[src/rtl/div_unit.sv]
`default_nettype none
// ============================================================================
//  Module      : div_unit
//  Description : Multi-cycle restoring divider for MIPS DIV/DIVU in the
//                execute stage. One quotient bit is produced per cycle, so a
//                divide takes WIDTH iterations. Signed operands are reduced to
//                magnitudes on entry, and the signs are re-applied when the
//                result is written.
//  Ports       : clk        - clock, rising edge
//                rst        - asynchronous active-high reset
//                start      - divide request (divE), honoured only when idle
//                signed_div - 1 = DIV (two's complement), 0 = DIVU
//                cancel     - abort the divide in flight (exception/flush)
//                a, b       - dividend / divisor, sampled with start
//                busy       - high while iterating (divbusyE to hazard unit)
//                done       - one-cycle pulse when lo/hi hold a new result
//                lo, hi     - quotient / remainder, held until the next done
//  Revision    : 1.0 - initial release
// ============================================================================
module div_unit #(
    parameter int WIDTH = 32
) (
    input  logic             clk,
    input  logic             rst,
    input  logic             start,
    input  logic             signed_div,
    input  logic             cancel,
    input  logic [WIDTH-1:0] a,
    input  logic [WIDTH-1:0] b,
    output logic             busy,
    output logic             done,
    output logic [WIDTH-1:0] lo,
    output logic [WIDTH-1:0] hi
);

    localparam int             CW     = (WIDTH > 1) ? $clog2(WIDTH) : 1;
    localparam logic [CW-1:0]  C_LAST = CW'(WIDTH - 1);

    typedef enum logic [1:0] {
        S_IDLE = 2'd0,
        S_RUN  = 2'd1,
        S_DONE = 2'd2
    } state_t;

    state_t           state_q, state_d;
    logic [WIDTH-1:0] quo_q, quo_d;       // dividend shifting out / quotient shifting in
    logic [WIDTH-1:0] rem_q, rem_d;       // partial remainder
    logic [WIDTH-1:0] dvs_q, dvs_d;       // divisor magnitude
    logic [CW-1:0]    cnt_q, cnt_d;       // iteration counter
    logic             neg_quo_q, neg_quo_d;
    logic             neg_rem_q, neg_rem_d;
    logic [WIDTH-1:0] lo_q, lo_d;
    logic [WIDTH-1:0] hi_q, hi_d;

    // Magnitudes; the most negative value maps to itself and is then treated
    // as an unsigned number, which gives the architected overflow result.
    logic [WIDTH-1:0] w_a_mag, w_b_mag;
    assign w_a_mag = a[WIDTH-1] ? (-a) : a;
    assign w_b_mag = b[WIDTH-1] ? (-b) : b;

    // One restoring step. The shifted remainder is WIDTH+1 bits so the bit
    // shifted out of the top is kept for the compare/subtract.
    logic [WIDTH:0]   w_rem_sh;
    logic [WIDTH:0]   w_diff;
    logic             w_ge;
    logic [WIDTH-1:0] w_rem_step;
    logic [WIDTH-1:0] w_quo_step;

    assign w_rem_sh   = {rem_q, quo_q[WIDTH-1]};
    assign w_diff     = w_rem_sh - {1'b0, dvs_q};
    assign w_ge       = (w_rem_sh >= {1'b0, dvs_q});
    assign w_rem_step = w_ge ? w_diff[WIDTH-1:0] : w_rem_sh[WIDTH-1:0];
    assign w_quo_step = {quo_q[WIDTH-2:0], w_ge};

    always_ff @(posedge clk or posedge rst) begin
        if (rst) begin
            state_q   <= S_IDLE;
            quo_q     <= '0;
            rem_q     <= '0;
            dvs_q     <= '0;
            cnt_q     <= '0;
            neg_quo_q <= 1'b0;
            neg_rem_q <= 1'b0;
            lo_q      <= '0;
            hi_q      <= '0;
        end else begin
            state_q   <= state_d;
            quo_q     <= quo_d;
            rem_q     <= rem_d;
            dvs_q     <= dvs_d;
            cnt_q     <= cnt_d;
            neg_quo_q <= neg_quo_d;
            neg_rem_q <= neg_rem_d;
            lo_q      <= lo_d;
            hi_q      <= hi_d;
        end
    end

    always_comb begin
        state_d   = state_q;
        quo_d     = quo_q;
        rem_d     = rem_q;
        dvs_d     = dvs_q;
        cnt_d     = cnt_q;
        neg_quo_d = neg_quo_q;
        neg_rem_d = neg_rem_q;
        lo_d      = lo_q;
        hi_d      = hi_q;

        case (state_q)
            S_IDLE: begin
                // cancel outranks a simultaneous start
                if (start && !cancel) begin
                    quo_d     = signed_div ? w_a_mag : a;
                    dvs_d     = signed_div ? w_b_mag : b;
                    rem_d     = '0;
                    cnt_d     = '0;
                    neg_quo_d = signed_div & (a[WIDTH-1] ^ b[WIDTH-1]);
                    neg_rem_d = signed_div & a[WIDTH-1];
                    state_d   = S_RUN;
                end
            end
            S_RUN: begin
                if (cancel) begin
                    state_d = S_IDLE;
                end else begin
                    quo_d = w_quo_step;
                    rem_d = w_rem_step;
                    cnt_d = cnt_q + CW'(1);
                    if (cnt_q == C_LAST) begin
                        // Results are published on the edge entering DONE,
                        // straight from the final step.
                        lo_d    = neg_quo_q ? (-w_quo_step) : w_quo_step;
                        hi_d    = neg_rem_q ? (-w_rem_step) : w_rem_step;
                        state_d = S_DONE;
                    end
                end
            end
            S_DONE: begin
                state_d = S_IDLE;
            end
            default: begin
                state_d = S_IDLE;
            end
        endcase
    end

    assign busy = (state_q == S_RUN);
    assign done = (state_q == S_DONE);
    assign lo   = lo_q;
    assign hi   = hi_q;

endmodule
`default_nettype wire

[config.mk]
export PLATFORM = sky130hd
export DESIGN_NAME = div_unit
export DESIGN_NICKNAME = d
export VERILOG_FILES = /design/src/rtl/div_unit.sv
export SDC_FILE = /design/constraint.sdc
export NUM_CORES = 1
export LEC_CHECK = 0
export ABC_AREA = 1
export BUFFER_PORTS_ARGS = -buffer_cell sky130_fd_sc_hd__buf_2
export CORE_UTILIZATION = 59
export CTS_BUF_LIST = sky130_fd_sc_hd__clkbuf_8
export CTS_CLUSTER_DIAMETER = 150
export CTS_CLUSTER_SIZE = 28
export DETAILED_ROUTE_END_ITERATION = 10
export PLACE_DENSITY = 0.82
export SYNTH_ARGS = -nofsm -noshare
export SYNTH_HDL_FRONTEND = slang
export SYNTH_SLANG_ARGS = --single-unit
export TNS_END_PERCENT = 100
[constraint.sdc]
create_clock -name clk -period 6.6 [get_ports clk]
set_input_delay 1.32 -clock clk [delete_from_list [all_inputs] [get_ports clk]]
set_output_delay 1.32 -clock clk [all_outputs]
set_load 0.05 [all_outputs]
==> results.toml, run 1 <==
[status]
outcome = "finished, final reports clean"

[global_routing]
antenna_found_initial = 1
grt_usage_pct = 37.12
grt_max_degree = 99
grt_pass1_vias = 12234
grt_pass1_wl_mm = 64.02
grt_overflow_total = 0

[critical_path]
rrSetupSlack_ps = 1500
critPathSlowestCell = "dfrtp_1"
required_ps = 6970
slowest_delay_ps = 450
crit_type = "reg -> reg"
crit_path_start_kind = "flop"
arrival_ps = 5470
cp_common_cell = "nand2_1"
endpoint_kind = "flop"
cp_max_fo = 41

[sta]
slew_headroom_pct = 18.36
hold_viol_final = 0
tns_ps = 0
drv_slew = 0
skew_ps = 20.75
fin_crit_sh_pct = 77.31
fmax_ghz = 0.1960
rsz0062_at_grt = "false"
whs_ps = 481.1
worstMarginPinSlew_ps = 1223
setup_violations = 0
min_period_ps = 5102

[synthesis]
async_flop_share_pct = 100.0
synth_cell_types = 47
syn_nets = 2083
post_synth_inst_count = 1975
yosysWarnings = 0
synth_area_um2 = 13010
synth_edf_count = 0
ys_seq_elements = 169
synthFlopType = "dfrtp_1"
syn_area_per_cell_um2 = 6.588
ys_seq_area_share_pct = 32.50

[finish]
area_growth_pct = 9.337
num-nets-final = 2184
nFillCells = 2006
final_area_um2 = 14230
final_layout_size_suffix_gt1_share_pct = 13.02

[worst_hold_path]
hp-class = "reg -> reg"

[cts]
cts_tree = "built"
clk_latency_ps = 500
cts.sinks = 169
cts_hold_buf = 0
postCtsSetupBuffers = 0
cts_htree_levels = 4
cts_buffers = 17
clock-root-buffer = "clkbuf_8"
clk_path_buf_depth = 2
ctsResizeCount = 0
clkTransAtPathRegs_ps = 120

[floorplan]
fp.coreArea_um2 = 21350
dieArea_um2 = 22650
initial_core_util_pct = 60.93
ios = 135
die_w_um = 150.5
die_h_um = 150.5
rows = 53

[placement]
placement.io_buffers = 134
dpl-instance-area_um2 = 13820
gp_congestion = 1.011
dp_hpwl_mm = 31.77

[job]
cap_violations = 0

[detailed_routing]
drtPass1Iterations = 5
wl_mm = 40.43
drc = 0
postRouteAntennaNets = 0
wl_per_cell_um = 17.09
vias = 13228
avgViaCountPerCell = 5.593
drtIter0Drc = 1081

[power_and_ir_drop]
ir_drop_v = 0.0002928
power_mw = 7.134
leakage_nw = 7.797
power_density_nw_per_um2 = 501.4
==> Yosys cell counts (all sizes together) (23+ instances only) <==
cell	count	share of area, %
o21ai	147	5.7
nor3	26	1.0
nand2	681	20
nand4	23	1.1
inv	274	7.9
xor2	81	5.5
a22oi	25	1.4
nor2	185	6.2
a21oi	43	1.7
ha	38	3.7
nand3	145	6.2
clkbuf	45	1.3
dfrtp	169	33
==> where the power goes <==
group,internal [mW],switching [mW],total (mW)
sequential,1.23,0.222,1.46
combinational,1.41,3.50,4.91
clock,0.289,0.478,0.766
==> kinds of logic (layout without fill, tap and decap cells) <==
logic type	count (synthesis)	in the layout	synth area share, %
AOI/OAI and AO/OA	244	244	10.39
buffers and inverters	337	451	10.31
DFF	169	169	32.50
other	0	1	0
and+or+nand+nor	1095	1095	36.87
xor gates and xnor gates	91	91	6.126
adders and majority gates	39	39	3.808
==> sequential cells by signal (all words and copies together), names as in the netlist <==
register	cells
neg_quo_q	1
cnt_q	5
state_q	2
dvs_q	32
lo	32
rem_q	32
neg_rem_q	1
quo_q	32
hi	32
==> placed cells by master, fill, tap and decap left out, drive strengths merged <==
cell,instances
nand2,681
inv,282
nor2,185
dfrtp,169
o21ai,147
nand3,145
buf,141
xor2,81
a21oi,43
ha,38
nor3,26
a22oi,25
nand4,23
clkbuf,17
o22ai,15
nor4,12
clkinv,11
xnor2,10
nand3b,9
or2,8
o221ai,4
and2,3
a31oi,3
o31ai,3
and3,2
diode,1
a21o,1
o21a,1
a22o,1
nor3b,1
o211ai,1
fa,1
==> worst paths after layout <==
path / endpoint / depth (start not counted) / startpoint
max: lo[30]$_DFFE_PP0P_ / 28 / rem_q[17]$_DFFE_PP0P_
min: hi[23]$_DFFE_PP0P_ / 2 / hi[23]$_DFFE_PP0P_
max reg2reg: lo[30]$_DFFE_PP0P_ / 28 / rem_q[17]$_DFFE_PP0P_
min reg2reg: hi[23]$_DFFE_PP0P_ / 2 / hi[23]$_DFFE_PP0P_
max in group asynchronous: dvs_q[5]$_DFFE_PP0P_ / 3 / rst
min in group asynchronous: hi[30]$_DFFE_PP0P_ / 2 / rst
==> per-stage QoR <==
stage / worst slack, ps / utilization [%] / std cells
2_1_floorplan: 704.9 / - / 1975
3_3_place_gp: 1828 / 64.71 / 2332
3_5_place_dp: 1719 / 64.71 / 2332
4_1_cts: 1602 / 66.61 / 2364
5_1_grt: 964.0 / 66.61 / 2364
6_report: 1498 / 66.62 / 2365
==> routing by layer <==
metal  wire length, µm  part of all wire [%]  track usage (%)
met5                13                 0.032                0
met4              1541                   3.8            15.45
met3              2872                   7.1            5.818
met2             18950                    47            61.18
met1             17050                    42            48.37
==> area by class of cell <==
cell class	count	area [µm²]	area share [%]
antenna	1	2.502	0.01759
clock buffer	17	234.0	1.645
clock inverter	15	172.7	1.214
inverter	278	1049	7.370
multi-input combinational	1469	7460	52.44
sequential	169	4229	29.73
tap	275	344.1	2.419
timing repair buffer	141	735.7	5.172
==> worst max-delay path: cells and delay by family (launching register included) <==
kind / cells / cell delay (ps)
buffers and inverters: 2 / 420
flip-flops: 1 / 450
AND/OR/NAND/NOR: 24 / 3480
adder cells (fa/ha/maj): 2 / 610
Power figures use the tool's default switching activity.
==> run 2, diff against run 1 <==
- ABC_AREA: 1 -> 0
- CORE_UTILIZATION: 59 -> 55
- PLACE_DENSITY: 0.82 -> 0.81
- clock period: 6.6 -> 4.1 ns (I/O delays scaled with it)
==> run 2 against run 1 <==
The run now ends with negative setup slack left. Sequential share of layout area fell by 1.1 points. Combinational power rose by 76%. Maximum frequency rose by 23%. Sequential power rose by 63%. Setup slack got worse by 1500 ps. Non-clock buffer count rose by 179.
==> results.toml, run 2 <==
[status]
outcome = "finished, violations left"
violations = "negative setup slack"

[floorplan]
dieArea_um2 = 21830
rows = 52
ios = 135
die_h_um = 147.7
fp.coreArea_um2 = 20490
initial_core_util_pct = 57.00
die_w_um = 147.7

[synthesis]
yosysWarnings = 0
syn_area_per_cell_um2 = 8.255
yosys.area.top_type = "dfrtp_1"
ys_seq_area_share_pct = 36.20
syn_nets = 1523
synth_edf_count = 0
synth_most_common_cell = "nand2_1"
async_flop_share_pct = 100.0
synth_top_area_share_pct = 36.20
synth_cell_types = 85
post_synth_inst_count = 1415
yosys-top-cells-area = "dfrtp_1, o21ai_0, nand2_1"
synth_commonest_cells = "nand2_1, o21ai_0, dfrtp_1"
synth_area_um2 = 11680
ys_seq_elements = 169
synthFlopType = "dfrtp_1"

[power_and_ir_drop]
switchingPower_mw = 6.031
power_density_nw_per_um2 = 834.2
switching_share_pct = 48.87
leakage_nw = 6.755
clkPwrFrac_pct = 10.5
internal_power_mw = 6.310
p_comb_share_pct = 70.2
seqPwrFrac_pct = 19.3
ir_drop_v = 0.0004155
power_mw = 12.34

[placement]
dpl-instance-area_um2 = 13750
placement.io_buffers = 134
dp_hpwl_mm = 27.24
gp_congestion = 0.9903

[critical_path]
required_ps = 4460
crit_path_start_kind = "flop"
crit_type = "reg -> reg"
cp_max_fo = 5
endpoint_kind = "flop"
arrival_ps = 4510

[detailed_routing]
drtPass1Iterations = 5
postRouteAntennaNets = 0
vias = 11847
avgViaCountPerCell = 6.051
drtIter0Drc = 1189
wl_per_cell_um = 18.50
drc = 0
wl_mm = 36.23

[cts]
cts_htree_levels = 4
clock-root-buffer = "clkbuf_8"
cts.sinks = 169
cts_buffers = 17
clk_latency_ps = 500
cts_hold_buf = 0
clk_path_buf_depth = 2
clkTransAtPathRegs_ps = 110
cts_tree = "built"

[finish]
final_cell_mix = "nand2_1, o21ai_0, buf_4"
nFillCells = 1559
num-nets-final = 1783
area_growth_pct = 26.65
diodes = 0
final_layout_size_suffix_gt1_share_pct = 27.49
final_common_cell = "nand2_1"
final_area_um2 = 14790

[sta]
skew_ps = 18.68
drv_slew = 0
hold_viol_final = 0
rsz0062_at_grt = "true"
min_period_ps = 4149
setup_violations = 4
setup_ws_ps = -49.37
fin_crit_sh_pct = 101.2
slew_headroom_pct = 33.69
worstMarginPinSlew_ps = 994.7
fmax_ghz = 0.2410

[global_routing]
grt_max_degree = 170
antenna_found_initial = 1
grt_pass1_vias = 11020
grt_pass1_wl_mm = 57.82
grt_overflow_total = 0
grt_usage_pct = 34.05

[job]
cap_violations = 0

[worst_hold_path]
hp-class = "reg -> reg"
run 2: final cells by class:
cell class	count	area, µm²	area share [%]
clock inverters	15	195.2	1.319
multi-input cells	1105	7475	50.52
well taps	270	337.8	2.283
inverters	62	239.0	1.615
flip-flops and latches	169	4230	28.59
clock buffers	17	234.0	1.582
repair buffers	320	2083	14.08
run 2: cell families (layout without fill, tap and decap cells):
logic type      count (synthesis)  in the layout  synth area share, %
buf+inv                       141            414                5.045
simple gates                  456            456                18.29
compound gates                447            447                23.71
fa+ha+maj                      39             39                4.242
flops                         169            169                36.20
mux                            24             24                2.078
xor+xnor                      139            139                10.42
run 2: worst max-delay path, cell delays in order, from the launching register on:
cell and delay [ps]:
dfrtp_1 480, ha_4 300, a21oi_2 190, o21ai_2 90, a211oi_1 280, o31a_1 260
nand2_4 100, inv_4 70, mux2i_4 220, ha_2 200, nand3_2 70, or4_4 510
or4b_4 540, o311ai_4 110, nand2_2 130, o31ai_2 210, xor2_1 170, o21ai_1 70
run 2: final timing paths:
check	slack (ps)	to	from	cells past startpoint
worst max-delay path	-50	hi[24]$_DFFE_PP0P_	rem_q[19]$_DFFE_PP0P_	17
worst min-delay path	480	hi[16]$_DFFE_PP0P_	hi[16]$_DFFE_PP0P_	2
worst max register to register	-50	hi[24]$_DFFE_PP0P_	rem_q[19]$_DFFE_PP0P_	17
worst min register to register	480	hi[16]$_DFFE_PP0P_	hi[16]$_DFFE_PP0P_	2
max in group asynchronous	2830	rem_q[31]$_DFFE_PP0P_	rst	3
min in group asynchronous	550	lo[12]$_DFFE_PP0P_	rst	3
run 2: what timing repair did:
item,in CTS,in global routing
hold endpoints to repair,0,0
buffers inserted,12,9
gates resized for setup,56,19
setup endpoints to repair,10,14
pin swaps,24,17
run 2: per-stage QoR:
stage | hold WS (ps) | setup slack (ps) | TNS (ps) | instances | utilization [%]
after CTS | 490.5 | -37.12 | -80.79 | 1949 | 71.34
final | 484.0 | -49.37 | -116.1 | 1958 | 72.19
after global routing | 510.7 | -240.7 | -1559 | 1958 | 72.19
after floorplan | 449.8 | -431.0 | -2640 | 1415 | -
after global placement | 455.7 | -143.2 | -635.2 | 1905 | 67.10
after detailed placement | 464.7 | -279.0 | -1586 | 1905 | 67.10
run 2: layer usage:
| metal | global-route usage (%) | up-vias | routed length (µm) |
|---|---|---|---|
| met2 | 49.65 | 590 | 15370 |
| met1 | 50.28 | 5605 | 16400 |
| li1 | - | 5585 | - |
| met5 | 0 | - | 13 |
| met4 | 10.93 | 2 | 790 |
| met3 | 7.191 | 65 | 3650 |
run 2: power groups by stage:
stage          Clock [mW]  Sequential, mW  Combinational, mW
5_1_grt              1.37            2.41               9.24
6_report             1.30            2.38               8.66
3_3_place_gp            0            2.32               7.36
3_5_place_dp            0            2.35               7.51
2_1_floorplan           0            2.26               4.68
4_1_cts              1.30            2.35               8.07
==> run 3, diff against run 2 <==
- CORE_UTILIZATION: 55 -> 59
- PLACE_DENSITY: 0.81 -> 0.83
- clock period: 4.1 -> 4.9 ns (I/O delays scaled with it)
==> run 3 against run 2 <==
The run now ends clean. Design area is 11% lower. Maximum frequency shrank 12%. Sequential cell count stayed put. Clock skew shrank 1.6 ps. Utilization shrank 4.4 points. Count of clock-buffer cells in the layout is the same. Combinational power shrank 38%. Critical path depth did not move. Cell count decreased by 8.0%. Wire length fell by 9.6%.
==> results.toml, run 3 (synthesis results as in run 2) <==
[cts]
clock-root-buffer = "clkbuf_8"
cts_hold_buf = 0
clk_latency_ps = 500
cts_tree = "built"
clk_path_buf_depth = 2
cts_buffers = 17
clkTransAtPathRegs_ps = 100
cts_htree_levels = 4
cts.sinks = 169

[critical_path]
crit_path_start_kind = "flop"
cp-startpoint = "rem_q[12]$_DFFE_PP0P_"
arrival_ps = 5060
crit_type = "reg -> reg"
endpoint_kind = "flop"
critPathSlowestCell = "or4_4"
required_ps = 5260
slowest_delay_ps = 560
cp_max_fo = 7
cp_cell_sequence = "ha_2 -> nand2_1 -> nor4_4 -> a41oi_1 -> o31a_1 -> nand2_4 -> inv_2 -> mux2i_1 -> ha_1 -> nand3_1 -> or4_4 -> or4b_1 -> o311ai_2 -> nand2_2 -> o31ai_2 -> xor2_1 -> o21ai_1"
r2r-start = "rem_q[12]$_DFFE_PP0P_"

[power_and_ir_drop]
seqPwrFrac_pct = 24.0
switching_share_pct = 51.62
clkPwrFrac_pct = 12.9
leakage_nw = 5.964
power_mw = 8.513
internal_power_mw = 4.118
p_comb_share_pct = 63.1
power_density_nw_per_um2 = 645.6
switchingPower_mw = 4.394
ir_drop_v = 0.0003332

[sta]
min_period_ps = 4699
fin_crit_sh_pct = 95.90
rsz0062_at_grt = "false"
hold_viol_final = 0
skew_ps = 17.10
fmax_ghz = 0.2128
worstMarginPinSlew_ps = 1226
setup_violations = 0
slew_headroom_pct = 18.10
drv_slew = 0
tns_ps = 0
whs_ps = 477.9
setup_ws_ps = 200.7

[floorplan]
initial_core_util_pct = 60.02
dieArea_um2 = 20360
ios = 135
fp.coreArea_um2 = 19460
rows = 51
die_w_um = 142.7
die_h_um = 142.7

[job]
cap_violations = 0

[placement]
dp_slack_ps = 222.1
dp_hpwl_mm = 24.62
gp_congestion = 1.008
placement.io_buffers = 134

[global_routing]
use_met1_pct = 51.64
grt_overflow_total = 0
grt_max_degree = 170
top_usage_layer = "met1"
grt_pass1_wl_mm = 52.45
antenna_found_initial = 0
grt_usage_pct = 33.38
grt_pass1_vias = 9886
met2_usage_pct = 46.16
use_met3_pct = 7.411

[finish]
final_cell_mix = "nand2_1, o21ai_0, dfrtp_1"
num-nets-final = 1631
final_layout_size_suffix_gt1_share_pct = 16.73
final_common_cell = "nand2_1"
fin_util_pct = 67.75
area_growth_pct = 12.89
diodes = 0

[worst_hold_path]
hp-class = "reg -> reg"
min_from = "hi[0]$_DFFE_PP0P_"

[detailed_routing]
wl_mm = 32.74
avgViaCountPerCell = 6.136
drtPass1Iterations = 8
drtIter0Drc = 1467
vias = 11051
postRouteAntennaNets = 0
drc = 0
wl_per_cell_um = 18.18

[status]
outcome = "finished, final reports clean"
## run 3: cell types whose count changed in the layout (fill, tap and decap cells not counted), sizes merged
cell,change
buf,-152
bufinv,+1
clkinvlp,-1
## run 3: cell type report
cell class	count	area [µm²]
fillers	1607	6276
repair buffers	168	938.4
flip-flops and latches	169	4229
well taps	265	331.6
clock inverters	15	197.7
inverters	62	236.5
multi-input cells	1105	7019
clock buffers	17	234.0
## run 3: power groups by stage
| stage | clock network, mW | logic (mW) | registers (mW) |
|---|---|---|---|
| global placement | 0 | 5.00 | 2.01 |
| CTS | 1.10 | 5.08 | 2.00 |
| floorplan | 0 | 3.72 | 1.88 |
| detailed placement | 0 | 5.05 | 2.03 |
| finish | 1.10 | 5.37 | 2.04 |
| global route | 1.16 | 5.82 | 2.07 |
## run 3: worst max-delay path, delay by kind of cell, from the launching register on
| kind | cells | cell delay, ps |
|---|---|---|
| AND/OR/NAND/NOR | 7 | 2050 |
| adder cells (fa/ha/maj) | 2 | 680 |
| buffers and inverters | 1 | 50 |
| AO/OA/AOI/OAI | 5 | 870 |
| XOR/XNOR | 1 | 180 |
| flip-flops | 1 | 460 |
| multiplexers | 1 | 270 |
## run 3: per-stage QoR
step,cells,instance area [µm²]
after global routing,1801,13190
after CTS,1800,13050
final,1801,13190
after detailed placement,1768,12620
after floorplan,1415,11700
after global placement,1768,12620
## run 3: final timing paths
check                                  endpoint  slack (ps)  depth (start not counted)
setup / recovery             hi[24]$_DFFE_PP0P_         200                         17
hold / removal                hi[0]$_DFFE_PP0P_         480                          2
setup reg to reg             hi[24]$_DFFE_PP0P_         200                         17
hold reg to reg               hi[0]$_DFFE_PP0P_         480                          2
max in group asynchronous  dvs_q[8]$_DFFE_PP0P_        3450                          3
min in group asynchronous     lo[8]$_DFFE_PP0P_         710                          3
## run 3: what timing repair did
action,in CTS,in global routing
resized for setup,0,28
endpoints found under the setup margin,0,4
hold endpoints to repair,0,0
setup buffers,0,1
## run 3: per-layer routing
metal  share of wire (%)  wire [µm]  up-vias
met4                 1.5        506        0
met5                   0          0        -
li1                    -          -     5259
met3                  11       3539       46
met2                  41      13520      592
met1                  46      15180     5154
